--- src/rtl/axi_lite_regfile.sv ---
// AXI-Lite slave register bank: byte-strobed writes, registered reads, SLVERR outside the bank.
// Every register is also exported flat on regs_o for the core logic.
module axi_lite_regfile #(
   parameter int ADDR_WIDTH = 32,
   parameter int DATA_WIDTH = 32,
   parameter int NUM_REGS   = 8
) (
   input  logic                           aclk,
   input  logic                           aresetn,
   input  logic [ADDR_WIDTH-1:0]          aw_addr,
   input  logic                           aw_valid,
   output logic                           aw_ready,
   input  logic [DATA_WIDTH-1:0]          w_data,
   input  logic [DATA_WIDTH/8-1:0]        w_strb,
   input  logic                           w_valid,
   output logic                           w_ready,
   output logic [1:0]                     b_resp,
   output logic                           b_valid,
   input  logic                           b_ready,
   input  logic [ADDR_WIDTH-1:0]          ar_addr,
   input  logic                           ar_valid,
   output logic                           ar_ready,
   output logic [DATA_WIDTH-1:0]          r_data,
   output logic [1:0]                     r_resp,
   output logic                           r_valid,
   input  logic                           r_ready,
   output logic [NUM_REGS*DATA_WIDTH-1:0] regs_o
);

   localparam int STRB_W    = DATA_WIDTH / 8;
   localparam int LANE_BITS = $clog2(STRB_W);
   localparam int IDX_BITS  = $clog2(NUM_REGS);
   localparam logic [ADDR_WIDTH-1:0] SPAN = ADDR_WIDTH'(NUM_REGS * STRB_W);
   localparam logic [1:0] RESP_OKAY   = 2'b00;
   localparam logic [1:0] RESP_SLVERR = 2'b10;

   logic [DATA_WIDTH-1:0] regs [NUM_REGS];

   logic                  aw_full;
   logic [ADDR_WIDTH-1:0] aw_addr_q;
   logic                  w_full;
   logic [DATA_WIDTH-1:0] w_data_q;
   logic [STRB_W-1:0]     w_strb_q;

   logic                  commit;
   logic                  aw_in_range;
   logic                  ar_in_range;
   logic [IDX_BITS-1:0]   aw_idx;
   logic [IDX_BITS-1:0]   ar_idx;

   assign aw_ready = aresetn & ~aw_full & ~b_valid;
   assign w_ready  = aresetn & ~w_full & ~b_valid;
   assign ar_ready = aresetn & ~r_valid;

   assign commit      = aw_full & w_full & ~b_valid;
   assign aw_in_range = aw_addr_q < SPAN;
   assign ar_in_range = ar_addr < SPAN;
   assign aw_idx      = aw_addr_q[LANE_BITS +: IDX_BITS];
   assign ar_idx      = ar_addr[LANE_BITS +: IDX_BITS];

   // AW and W are buffered independently; the commit fires once both halves are present.
   always_ff @(posedge aclk or negedge aresetn) begin
      if (!aresetn) begin
         aw_full   <= 1'b0;
         aw_addr_q <= '0;
         w_full    <= 1'b0;
         w_data_q  <= '0;
         w_strb_q  <= '0;
         b_valid   <= 1'b0;
         b_resp    <= RESP_OKAY;
      end else begin
         if (aw_valid && aw_ready) begin
            aw_full   <= 1'b1;
            aw_addr_q <= aw_addr;
         end
         if (w_valid && w_ready) begin
            w_full   <= 1'b1;
            w_data_q <= w_data;
            w_strb_q <= w_strb;
         end
         if (commit) begin
            aw_full <= 1'b0;
            w_full  <= 1'b0;
            b_valid <= 1'b1;
            b_resp  <= aw_in_range ? RESP_OKAY : RESP_SLVERR;
         end else if (b_valid && b_ready) begin
            b_valid <= 1'b0;
            b_resp  <= RESP_OKAY;
         end
      end
   end

   always_ff @(posedge aclk or negedge aresetn) begin
      if (!aresetn) begin
         for (int i = 0; i < NUM_REGS; i++) regs[i] <= '0;
      end else if (commit && aw_in_range) begin
         for (int b = 0; b < STRB_W; b++) begin
            if (w_strb_q[b]) regs[aw_idx][b*8 +: 8] <= w_data_q[b*8 +: 8];
         end
      end
   end

   // Sampling regs here sees the pre-commit value when a write lands on the same edge.
   always_ff @(posedge aclk or negedge aresetn) begin
      if (!aresetn) begin
         r_valid <= 1'b0;
         r_data  <= '0;
         r_resp  <= RESP_OKAY;
      end else if (ar_valid && ar_ready) begin
         r_valid <= 1'b1;
         r_data  <= ar_in_range ? regs[ar_idx] : '0;
         r_resp  <= ar_in_range ? RESP_OKAY : RESP_SLVERR;
      end else if (r_valid && r_ready) begin
         r_valid <= 1'b0;
      end
   end

   for (genvar g = 0; g < NUM_REGS; g++) begin : g_export
      assign regs_o[g*DATA_WIDTH +: DATA_WIDTH] = regs[g];
   end

endmodule

--- config.mk ---
export PLATFORM = sky130hd
export DESIGN_NAME = axi_lite_regfile
export DESIGN_NICKNAME = d
export VERILOG_FILES = /design/src/rtl/axi_lite_regfile.sv
export SDC_FILE = /design/constraint.sdc
export NUM_CORES = 1
export LEC_CHECK = 0
export BUFFER_PORTS_ARGS = -buffer_cell sky130_fd_sc_hd__buf_2
export CORE_ASPECT_RATIO = 0.8
export CORE_MARGIN = 1
export CORE_UTILIZATION = 59
export CTS_BUF_LIST = sky130_fd_sc_hd__clkbuf_8
export CTS_CLUSTER_SIZE = 14
export DETAILED_ROUTE_END_ITERATION = 12
export GPL_TIMING_DRIVEN = 0
export HOLD_SLACK_MARGIN = 0.05
export PLACE_DENSITY = 0.86
export SETUP_SLACK_MARGIN = 0.5
export SLEW_MARGIN = 40
export SYNTH_ARGS = -nofsm -noshare
export SYNTH_HDL_FRONTEND = slang
export SYNTH_SLANG_ARGS = --single-unit
--- constraint.sdc ---
create_clock -name aclk -period 5.69 [get_ports aclk]
set_input_delay 0.2845 -clock aclk [delete_from_list [all_inputs] [get_ports aclk]]
set_output_delay 0.2845 -clock aclk [all_outputs]
set_load 0.01 [all_outputs]
# == Word level (Yosys, flattened, before mapping) ==
# Cells that the tools add are included.
# word_totals
word_cells,82
inputBits,107
out_inout_bits,297
ff_bits,364
# classes
muxes,35
reduce_logical,11
n_lt_le_gt_ge,5
n_bitwise,13
# ops
op,n
$mux 256,7
$bwmux 256,4
$demux 32 s3,4
$mux 32,4
$bmux 32 s3,1
$lt 32x6->1 const B,2
$mux 24,1
$mux 16,1
$ge 4x4->1 const B,2
$mux 1,8
$mux 2,4
$mux 8,1
$not 3->4,2
$reduce_bool 2->1,4
$and 1x1->1,7
$logic_and 1x1->1,7
$lt 4x1->1 const B,1
$not 1->1,4

# == Logic depth before layout (Yosys ltp) ==
# Gate-level depths: netlist of the first run.
# depth
depth_word,16
ltp_mapped,6
ltp_nobuf,4

# == Least setup slack after synthesis of the first run ==
# Ideal clock, no wire load.
# synth_path
kind,reg2reg
startpoint,register aw_addr_q[11]
endpoint,"register regs, in the netlist regs_o[88]"
required_time_ns,5.565
n_path_buf,2
stages_incl_launch_ff,7
setup_slack_ns,2.990
t_arrival_ns,2.575
path_cell_list,dfrtp_1 -> or4_1 -> or4_1 -> buf_6 -> buf_12 -> nor4_4 -> mux2_4
# synth_between
elab_chain_cells,2
# synth_lines
item,line,source
"start, declared",40,logic [ADDR_WIDTH-1:0] aw_addr_q;
"start signal, assigned",74,aw_addr_q <= aw_addr;
$lt 32x6->1,56,assign aw_in_range = aw_addr_q < SPAN;
$logic_and 1x1->1,96,end else if (commit && aw_in_range) begin
"end signal, assigned by index",98,if (w_strb_q[b]) regs[aw_idx][b*8 +: 8] <= w_data_q[b*8 +: 8];
"end, declared",37,logic [DATA_WIDTH-1:0] regs [NUM_REGS];
# Every way passes these cells.
# A chain may end at the register's enable or synchronous reset.

# == Worst setup path after layout of the first run ==
# layout_path
startpoint,register aw_addr_q[31]
endpoint,"register regs, in the netlist regs_o[98]"
# The elaborated chain is that of the path after synthesis.

==> results.toml, run 1 <==
[status]
status = "finished clean"

[worst_setup_path]
worst_ep_arrival_time_ns = 3.78
critPathMaxFanout = 10
start_kind = "flip-flop"
r2r_start = "aw_addr_q[31]"
cp.required_ns = 6.16
critPathKind = "flip-flop to flip-flop"
r2r_slack_ns = 2.39
critPathCapture = "regs_o[98]"
startpoint = "aw_addr_q[31]"
worstSetupEndpointType = "flip-flop"
rr_endpoint = "regs_o[98]"
reg2regPathDepth = 5

[die]
die_h_um = 149
die_w_um = 186
pin_count = 404
core-area_um2 = 26400
start_util_pct = 60.3
die_area_um2 = 27600
rows = 53

[global_routing]
track_usage_pct = 34.7
grt_first_pass_wirelength_um = 70300
grt-ovfl-total = 0
antenna_found_initial = 5
grt_pass1_vias = 11691
grt_max_degree = 79

[synth]
synth_compound_area_share_pct = 1.46
yosys.area_share.simple_pct = 6.55
yosysSeqAreaShare_pct = 56.6
netlist_area_um2 = 15900
synth.distinct_cells = 33
async_reset_ff_share_pct = 100
synth_top_area_share_pct = 56.6
netlist_instances = 978
synth_mux_area_share_pct = 33.8
synth.area.top_cells = "dfrtp_1 57%, mux2_2 21%, mux4_2 9.1%"
synth_edf_count = 0
ys.flop_type = "dfrtp_1"
synth-xor-area-share_pct = 0
synth_area_leader_cell = "dfrtp_1"
yosysWarnings = 0
synth_top_family_by_area = "multiplexers"
ys_seq_elements = 360
yosys.area_share.adder_pct = 0
synth_area_per_cell_um2 = 16.3

[flow_run]
max-cap-violations = 0

[pwr]
irDropWorstVdd_mv = 0.274
seqPwrFrac_pct = 53.8
p_int_mw = 4.12
combPwrFrac_pct = 14.4
power_leakage_nw = 10.7
p_per_area_nw_per_um2 = 294
p_clk_share_pct = 31.8
p_sw_share_pct = 30.7
p_switching_mw = 1.83

[clock_tree]
insertion_delay_ns = 0.60
cts_tree = "done"
clock_sinks = 360
clock_path_buffers = 3
path_clk_slew_ns = 0.06
h-tree-depth = 2
cts_setup_buffers = 0
numCtsBuffers = 55
cts-root-buf = "clkbuf_8"

[timing]
finalHoldViolCount = 0
rsz0062_at_grt = "no"
fin_crit_sh_pct = 58.1
worst_slew_pin_slew_ns = 0.871
min_period_ns = 3.30
setup_viol = 0
finClkSkew_ns = 0.0241
slew_viol_final = 0
slew_headroom_pct = 41.5
layout_setup_ws_ns = 2.39
max_freq_mhz = 303

[finish]
area_growth_pct = 26.9
regArea_um2 = 9010
layout_common_cells = "403 x buf_2, 360 x dfrtp_1, 295 x mux2_2"
layout.nets = 1617
final_common_cell = "buf_2"
multi_input_area_um2 = 6660
fillers = 1610
postLayoutCoreUtil_pct = 76.5
final_cell_area_um2 = 20200
drive_above_1_share_pct = 57.7

[placement]
gp_congestion = 0.860
post-place-ws_ns = 2.42
io_buffers = 394
dpl_cell_area_um2 = 18500
dpl.hpwl_um = 32600

[drt]
num_vias = 11103
dr.pass1.iters = 4
routed_wirelength_um = 46700
wl_per_cell_um = 24.5
routed_via_density = 5.83
drc_errors = 0
drtAntennaViolNets = 0
dr.first_iter.drc_count = 618

[min_path]
hold_class = "input port to asynchronous set/reset pin"
-- power by group through the flow --
stage          combinational [mW]  clock [mW]  sequential, mW
6_report                    0.856        1.89            3.20
2_1_floorplan               0.566           0            3.07
3_3_place_gp                0.756           0            3.18
5_1_grt                     0.925        2.03            3.23
4_1_cts                     0.851        1.90            3.17
3_5_place_dp                0.809           0            3.21
-- flip-flops by register name, summed over array words and instances (netlist names), 4 cells and up --
name and flops:
w_data_q 32, regs_o 256, r_data 32, w_strb_q 4
aw_addr_q 30
-- critical path: stages (launching register included) --
cell	delay [ns]
dfrtp_1	0.40
nor4_1	0.46
nand4_1	0.58
buf_2	0.49
nor4_4	0.82
mux2_2	0.43
-- timing repair --
item,in CTS,in global routing
resized for setup,0,0
hold buffers,69,0
hold endpoints to repair,305,0
endpoints found under the setup margin,0,0
-- cell type report --
type                       instances  share of cell area [%]
antenna                            4                  0.0496
buffer                            47                    1.14
clock buffer                      58                    3.96
clock inverter                    34                   0.688
inverter                           8                   0.149
multi-input combinational        564                    33.0
sequential                       360                    44.6
tap                              357                    2.21
timing repair buffer             474                    14.2
-- stage by stage --
stage,total power [mW],cells,setup TNS (ns),hold WS [ns]
6_report,5.94,1906,0,0.149
5_1_grt,6.19,1906,0,0.150
3_3_place_gp,3.94,1730,-1167.10,0.456
3_5_place_dp,4.02,1738,0,0.167
4_1_cts,5.92,1899,0,0.136
2_1_floorplan,3.63,979,0,-0.0111
-- per-layer routing --
metal	up-vias	global-route usage (%)	share of wire, %
li1	4756	-	-
met1	5710	44.1	39
met2	523	56.8	49
met3	114	9.28	8.4
met4	0	14.0	3.4
met5	-	0	0
-- how the worst min path moves through the flow --
stage,depth (start not counted),endpoint
5_1_grt,2,r_resp[1]
4_1_cts,2,r_resp[1]
3_5_place_dp,1,r_resp[1]
6_report,2,regs_o[246]
2_1_floorplan,0,aw_addr_q[10]
3_3_place_gp,2,r_data[13]
-- synthesized netlist by cell type, drive strengths merged (3+ instances only) --
cell type and number:
nand2 39, mux2i 32, o21ai 38, mux4 64, clkbuf 25, mux2 318, dfrtp 360, o21a 3
or3 3, or4 4, inv 8, nor2 3, nor4 42, nand3b 4, buf 22
-- logic make-up (layout without fill, tap and decap cells) --
| logic type | after synthesis | after routing |
|---|---|---|
| flops | 360 | 360 |
| simple gates | 104 | 104 |
| mux | 414 | 414 |
| buf+inv | 55 | 621 |
| compound gates | 44 | 44 |
| other cells | 1 | 6 |
No activity file was read; power rests on OpenSTA's default activity.
==> inputs of run 2 (changes only) <==
ABC_AREA = 1   (was unset)
CORE_UTILIZATION = 51   (was 59)
PLACE_DENSITY = 0.78   (was 0.86)
clock period = 2.9 ns   (was 5.69 ns; I/O delays follow)
==> results.toml, run 2 <==
[status]
status = "finished clean"

[die]
die_h_um = 170
core-area_um2 = 34100
rows = 60
start_util_pct = 52.5
pin_count = 404
die_area_um2 = 35900
die_w_um = 212

[worst_setup_path]
cp.required_ns = 3.47
crit_cells = 6
worst_ep_arrival_time_ns = 2.79
worst_path_max_delay_cell = "dlygate4sd3_1"
crit_chain = "nor2_2 -> nand4_1 -> nor3_4 -> dlygate4sd3_1 -> nand2_1 -> nand2_1"
slowest_delay_ns = 0.69
worstSetupEndpointType = "flip-flop"
critPathKind = "flip-flop to flip-flop"
cp_top_family = "simple AND/OR/NAND/NOR gates"
worst_path_most_repeated_cell = "nand2_1"
r2r_slack_ns = 0.68
critPathMaxFanout = 4
reg2regPathDepth = 6
cp_num_buf_inv = 1
start_kind = "flip-flop"

[synth]
synth_area_leader_cell = "dfrtp_1"
netlist_instances = 2100
yosysWarnings = 0
yosysSeqAreaShare_pct = 50.3
synth.most_common_cell = "nand2_1"
synth_area_per_cell_um2 = 8.53
netlist_area_um2 = 17900
ys_seq_elements = 360
synth.area.top_cells = "dfrtp_1 50%, nand2_1 16%, nand4_1 9.0%"
synth_edf_count = 0
synth_top_area_share_pct = 50.3
ys.flop_type = "dfrtp_1"
synth.distinct_cells = 31
synthTopCellsByCount = "766 x nand2_1, 360 x dfrtp_1, 258 x nand4_1, 188 x nor2_1, 118 x nand3_1"
async_reset_ff_share_pct = 100

[placement]
place_inst = 2968
dpl.hpwl_um = 53000
gp_congestion = 0.999
io_buffers = 396

[global_routing]
met2_usage_pct = 61.3
met1_usage_pct = 56.3
antenna_found_initial = 1
busiest_layer = "met2"
use_met3_pct = 13.8
grt_first_pass_wirelength_um = 111000
grt_pass1_vias = 17920
grt-ovfl-total = 0
grt_max_degree = 72
track_usage_pct = 42.1

[min_path]
hold_class = "input port to flip-flop"
hold_path_depth = 3

[clock_tree]
insertion_delay_ns = 0.64
cts_tree = "done"
clock_path_buffers = 3
clock_sinks = 360
h-tree-depth = 2
cts_setup_buffers = 0
cts-root-buf = "clkbuf_8"
numCtsBuffers = 57
path_clk_slew_ns = 0.06

[timing]
finClkSkew_ns = 0.0450
slew_headroom_pct = 35.9
worst_slew_pin_slew_ns = 0.961
setup_viol = 0
slew_viol_final = 0
fin_crit_sh_pct = 76.7
rsz0062_at_grt = "no"
fin_hold_ws_ns = 0.0883
finalHoldViolCount = 0
min_period_ns = 2.22
max_freq_mhz = 450
fin_setup_tns_ns = 0

[drt]
routed_wirelength_um = 75900
drtAntennaViolNets = 0
routed_via_density = 6.03
drc_errors = 0
wl_per_cell_um = 24.0
dr.pass1.iters = 6
dr.first_iter.drc_count = 2529
num_vias = 19077

[finish]
layout.nets = 2757
layout_common_cells = "766 x nand2_1, 453 x buf_2, 360 x dfrtp_1"
postLayoutCoreUtil_pct = 67.0
area_growth_pct = 27.4
final_common_cell = "nand2_1"
drive_above_1_share_pct = 27.3
largest_reg_flops = 256
instances_no_fill = 3162

[flow_run]
max-cap-violations = 0

[pwr]
irDropWorstVdd_mv = 0.600
power_leakage_nw = 12.6
p_per_area_nw_per_um2 = 647
run 2: cell types whose count changed in the layout (fill, tap and decap cells not counted), moves of 19 or more:
cell      previous run  this run
nand3_1              1       118
nor2_1               3       187
o21ai_0             38        60
clkbuf_1            24        62
nand4_1              2       258
buf_6                3        34
or2_2                0        19
mux2i_1             32         0
buf_2              403       453
nand2_1             39       766
nor4_4              32         0
mux2_2             295        62
nand3_4              0        28
mux4_2              64         0
run 2: layer usage:
layer	up-vias	share of wire, %
met1	9092	37
met4	0	5.5
met3	293	15
li1	8140	-
met5	-	0
met2	1552	42
run 2: cell families (layout without fill, tap and decap cells):
group                  after synthesis  after routing  synth area share, %
buffers and inverters              198            792                 6.45
AOI/OAI and AO/OA                   67             67                 1.89
muxes                               62             62                 3.90
DFF                                360            360                 50.3
and+or+nand+nor                   1412           1412                 37.4
other                                1              4               0.0209
run 2: final timing paths:
| check | from | to |
|---|---|---|
| worst max-delay path | r_valid | r_data[0] |
| worst min-delay path | aw_valid | aw_addr_q[29] |
| worst max register to register | r_valid | r_data[0] |
| worst min register to register | r_data[6] | r_data[6] |
| max in group asynchronous | aresetn | regs_o[83] |
| min in group asynchronous | aresetn | regs_o[198] |
run 2: per-stage QoR:
stage / power (mW) / area (um^2) / setup slack, ns
final: 14.8 / 22800 / 0.675
after CTS: 14.5 / 22800 / 0.670
after global placement: 9.88 / 20500 / -6.59
after detailed placement: 10.0 / 20600 / -0.261
after floorplan: 8.50 / 17900 / 1.21
after global routing: 15.2 / 22800 / 0.568
run 2: repair_timing:
item,in CTS,in global routing
hold endpoints to repair,259,0
hold buffers,85,0
gates resized for setup,2,0
endpoints found under the setup margin,19,0
run 2: layout make-up:
| type | count | area (um^2) |
|---|---|---|
| diodes | 2 | 5.00 |
| multi-input cells | 1543 | 7760 |
| clock buffers | 74 | 1020 |
| repair buffers | 490 | 3160 |
| fillers | 2939 | 11300 |
| inverters | 14 | 60.1 |
| plain buffers | 184 | 1100 |
| clock inverters | 30 | 123 |
| well taps | 465 | 582 |
| flip-flops and latches | 360 | 9010 |
run 2: power by group:
| group | total (mW) | switching, mW | internal, mW |
|---|---|---|---|
| clock | 4.42 | 2.16 | 2.27 |
| sequential | 5.73 | 0.213 | 5.52 |
| combinational | 4.61 | 3.34 | 1.27 |
| total | 14.8 | 5.71 | 9.06 |
run 2: worst reg2reg max path: cells and delay by family (launching register included):
family / cells / cell delay [ns]
AND/OR/NAND/NOR: 5 / 1.03
buffers and inverters: 1 / 0.69
flip-flops: 1 / 0.42
==> inputs of run 3 (changes only) <==
ABC_AREA = 0   (was 1)
CORE_UTILIZATION = 55   (was 51)
PLACE_DENSITY = 0.81   (was 0.78)
clock period = 2.2 ns   (was 2.9 ns; I/O delays follow)
==> results.toml, run 3 (same netlist as run 1, synthesis figures left out) <==
[pwr]
p_per_area_nw_per_um2 = 726
irDropWorstVdd_mv = 0.841
power_leakage_nw = 11.7

[drt]
drtAntennaViolNets = 0
num_vias = 11951
routed_wirelength_um = 54100
dr.first_iter.drc_count = 836
wl_per_cell_um = 27.0
dr.pass1.iters = 4
drc_errors = 0
routed_via_density = 5.98

[finish]
area_growth_pct = 44.4
final_cell_area_um2 = 23000
drive_above_1_share_pct = 64.6
final_common_cell = "buf_2"
fillers = 1447
layout_common_cells = "402 x buf_2, 360 x dfrtp_1, 261 x mux2_4"
layout.nets = 1701
largest_reg_flops = 256

[status]
status = "finished, violations left"
failed_checks = "negative setup slack"

[global_routing]
grt_first_pass_wirelength_um = 77600
track_usage_pct = 35.2
grt-ovfl-total = 0
grt_max_degree = 78
grt_pass1_vias = 12462
antenna_found_initial = 0

[clock_tree]
clock_path_buffers = 3
h-tree-depth = 2
cts_tree = "done"
numCtsBuffers = 55
cts-root-buf = "clkbuf_8"
path_clk_slew_ns = 0.06
insertion_delay_ns = 0.62
clock_sinks = 360

[placement]
post-place-ws_ns = -1.14
io_buffers = 394
gp_congestion = 0.875
dpl.hpwl_um = 32600
dpl_cell_area_um2 = 18700

[worst_setup_path]
crit_chain = "or4_4 -> or4_4 -> buf_12 -> buf_12 -> nor4_4 -> buf_6 -> mux2_4"
critPathKind = "flip-flop to flip-flop"
worst_ep_arrival_time_ns = 3.28
cp_num_buf_inv = 3
r2r_start = "aw_addr_q[8]"
cp.required_ns = 2.68
worst_path_max_delay_cell = "or4_4"
slowest_delay_ns = 0.55
startpoint = "aw_addr_q[8]"
rr_endpoint = "regs_o[51]"
critPathCapture = "regs_o[51]"
start_kind = "flip-flop"
critPathMaxFanout = 9
reg2regPathDepth = 7
crit_cells = 7
worstSetupEndpointType = "flip-flop"
r2r_slack_ns = -0.60
cp_top_family = "simple AND/OR/NAND/NOR gates"

[min_path]
hold_class = "input port to flip-flop"

[timing]
max_freq_mhz = 357
setup_viol = 326
worst_slew_pin_slew_ns = 0.853
finalHoldViolCount = 0
fin_hold_ws_ns = 0.0842
fin_crit_sh_pct = 127
layout_setup_ws_ns = -0.599
fin_setup_tns_ns = -134.13
slew_viol_final = 0
finClkSkew_ns = 0.0362
rsz0062_at_grt = "yes"
slew_headroom_pct = 43.1
min_period_ns = 2.80

[die]
core-area_um2 = 28400
start_util_pct = 56.1
rows = 55
pin_count = 404
die_w_um = 192
die_area_um2 = 29600
die_h_um = 154

[flow_run]
max-cap-violations = 0
==> run 3: stage by stage <==
stage	total power [mW]	instances	utilization, %
final	16.7	2000	81.0
after CTS	16.2	1980	78.8
after global routing	17.2	1999	81.0
after global placement	10.2	1743	65.2
after detailed placement	10.4	1758	66.1
after floorplan	9.44	979	-
==> run 3: metal layers <==
layer | track usage [%] | share of wire [%] | up-vias
met5 | 0 | 0 | -
met4 | 13.0 | 3.3 | 0
met3 | 8.72 | 7.9 | 130
met2 | 55.8 | 48 | 579
met1 | 47.4 | 41 | 6344
li1 | - | - | 4898
==> run 3: how the worst min path moves through the flow <==
| stage | from | endpoint | cells past startpoint |
|---|---|---|---|
| after global placement | r_ready | r_valid | 2 |
| after global routing | ar_valid | r_data[31] | 5 |
| after CTS | ar_addr[14] | r_data[0] | 5 |
| final | ar_valid | r_data[1] | 5 |
| after floorplan | aresetn | aw_addr_q[10] | 0 |
| after detailed placement | aresetn | regs_o[22] | 1 |
==> run 3: what timing repair did <==
item | CTS | global route
hold endpoints to repair | 309 | 99
pin swaps | 38 | 50
hold buffers | 75 | 1
buffers inserted | 49 | 7
cloned | 6 | 12
resized for setup | 273 | 95
endpoints found under the setup margin | 357 | 432
==> run 3: power breakdown <==
| part | internal (mW) | total [mW] | switching, mW |
|---|---|---|---|
| clock network | 2.77 | 5.44 | 2.67 |
| registers | 7.27 | 8.44 | 1.16 |
| logic | 1.39 | 2.80 | 1.41 |
==> run 3: area by class of cell <==
class | count | area (um^2) | share of cell area [%]
flip-flops and latches | 360 | 9010 | 39.2
clock inverters | 24 | 111 | 0.485
plain buffers | 47 | 418 | 1.82
repair buffers | 558 | 4250 | 18.5
well taps | 370 | 463 | 2.02
multi-input cells | 564 | 7750 | 33.8
diodes | 1 | 2.50 | 0.0109
inverters | 8 | 30.0 | 0.131
clock buffers | 68 | 936 | 4.07
==> run 3: worst min-delay path: cells and delay by family <==
family / cells / cell delay, ns
buffers and inverters: 2 / 0.31
and+or+nand+nor: 2 / 0.18
AOI/OAI and AO/OA: 1 / 0.05
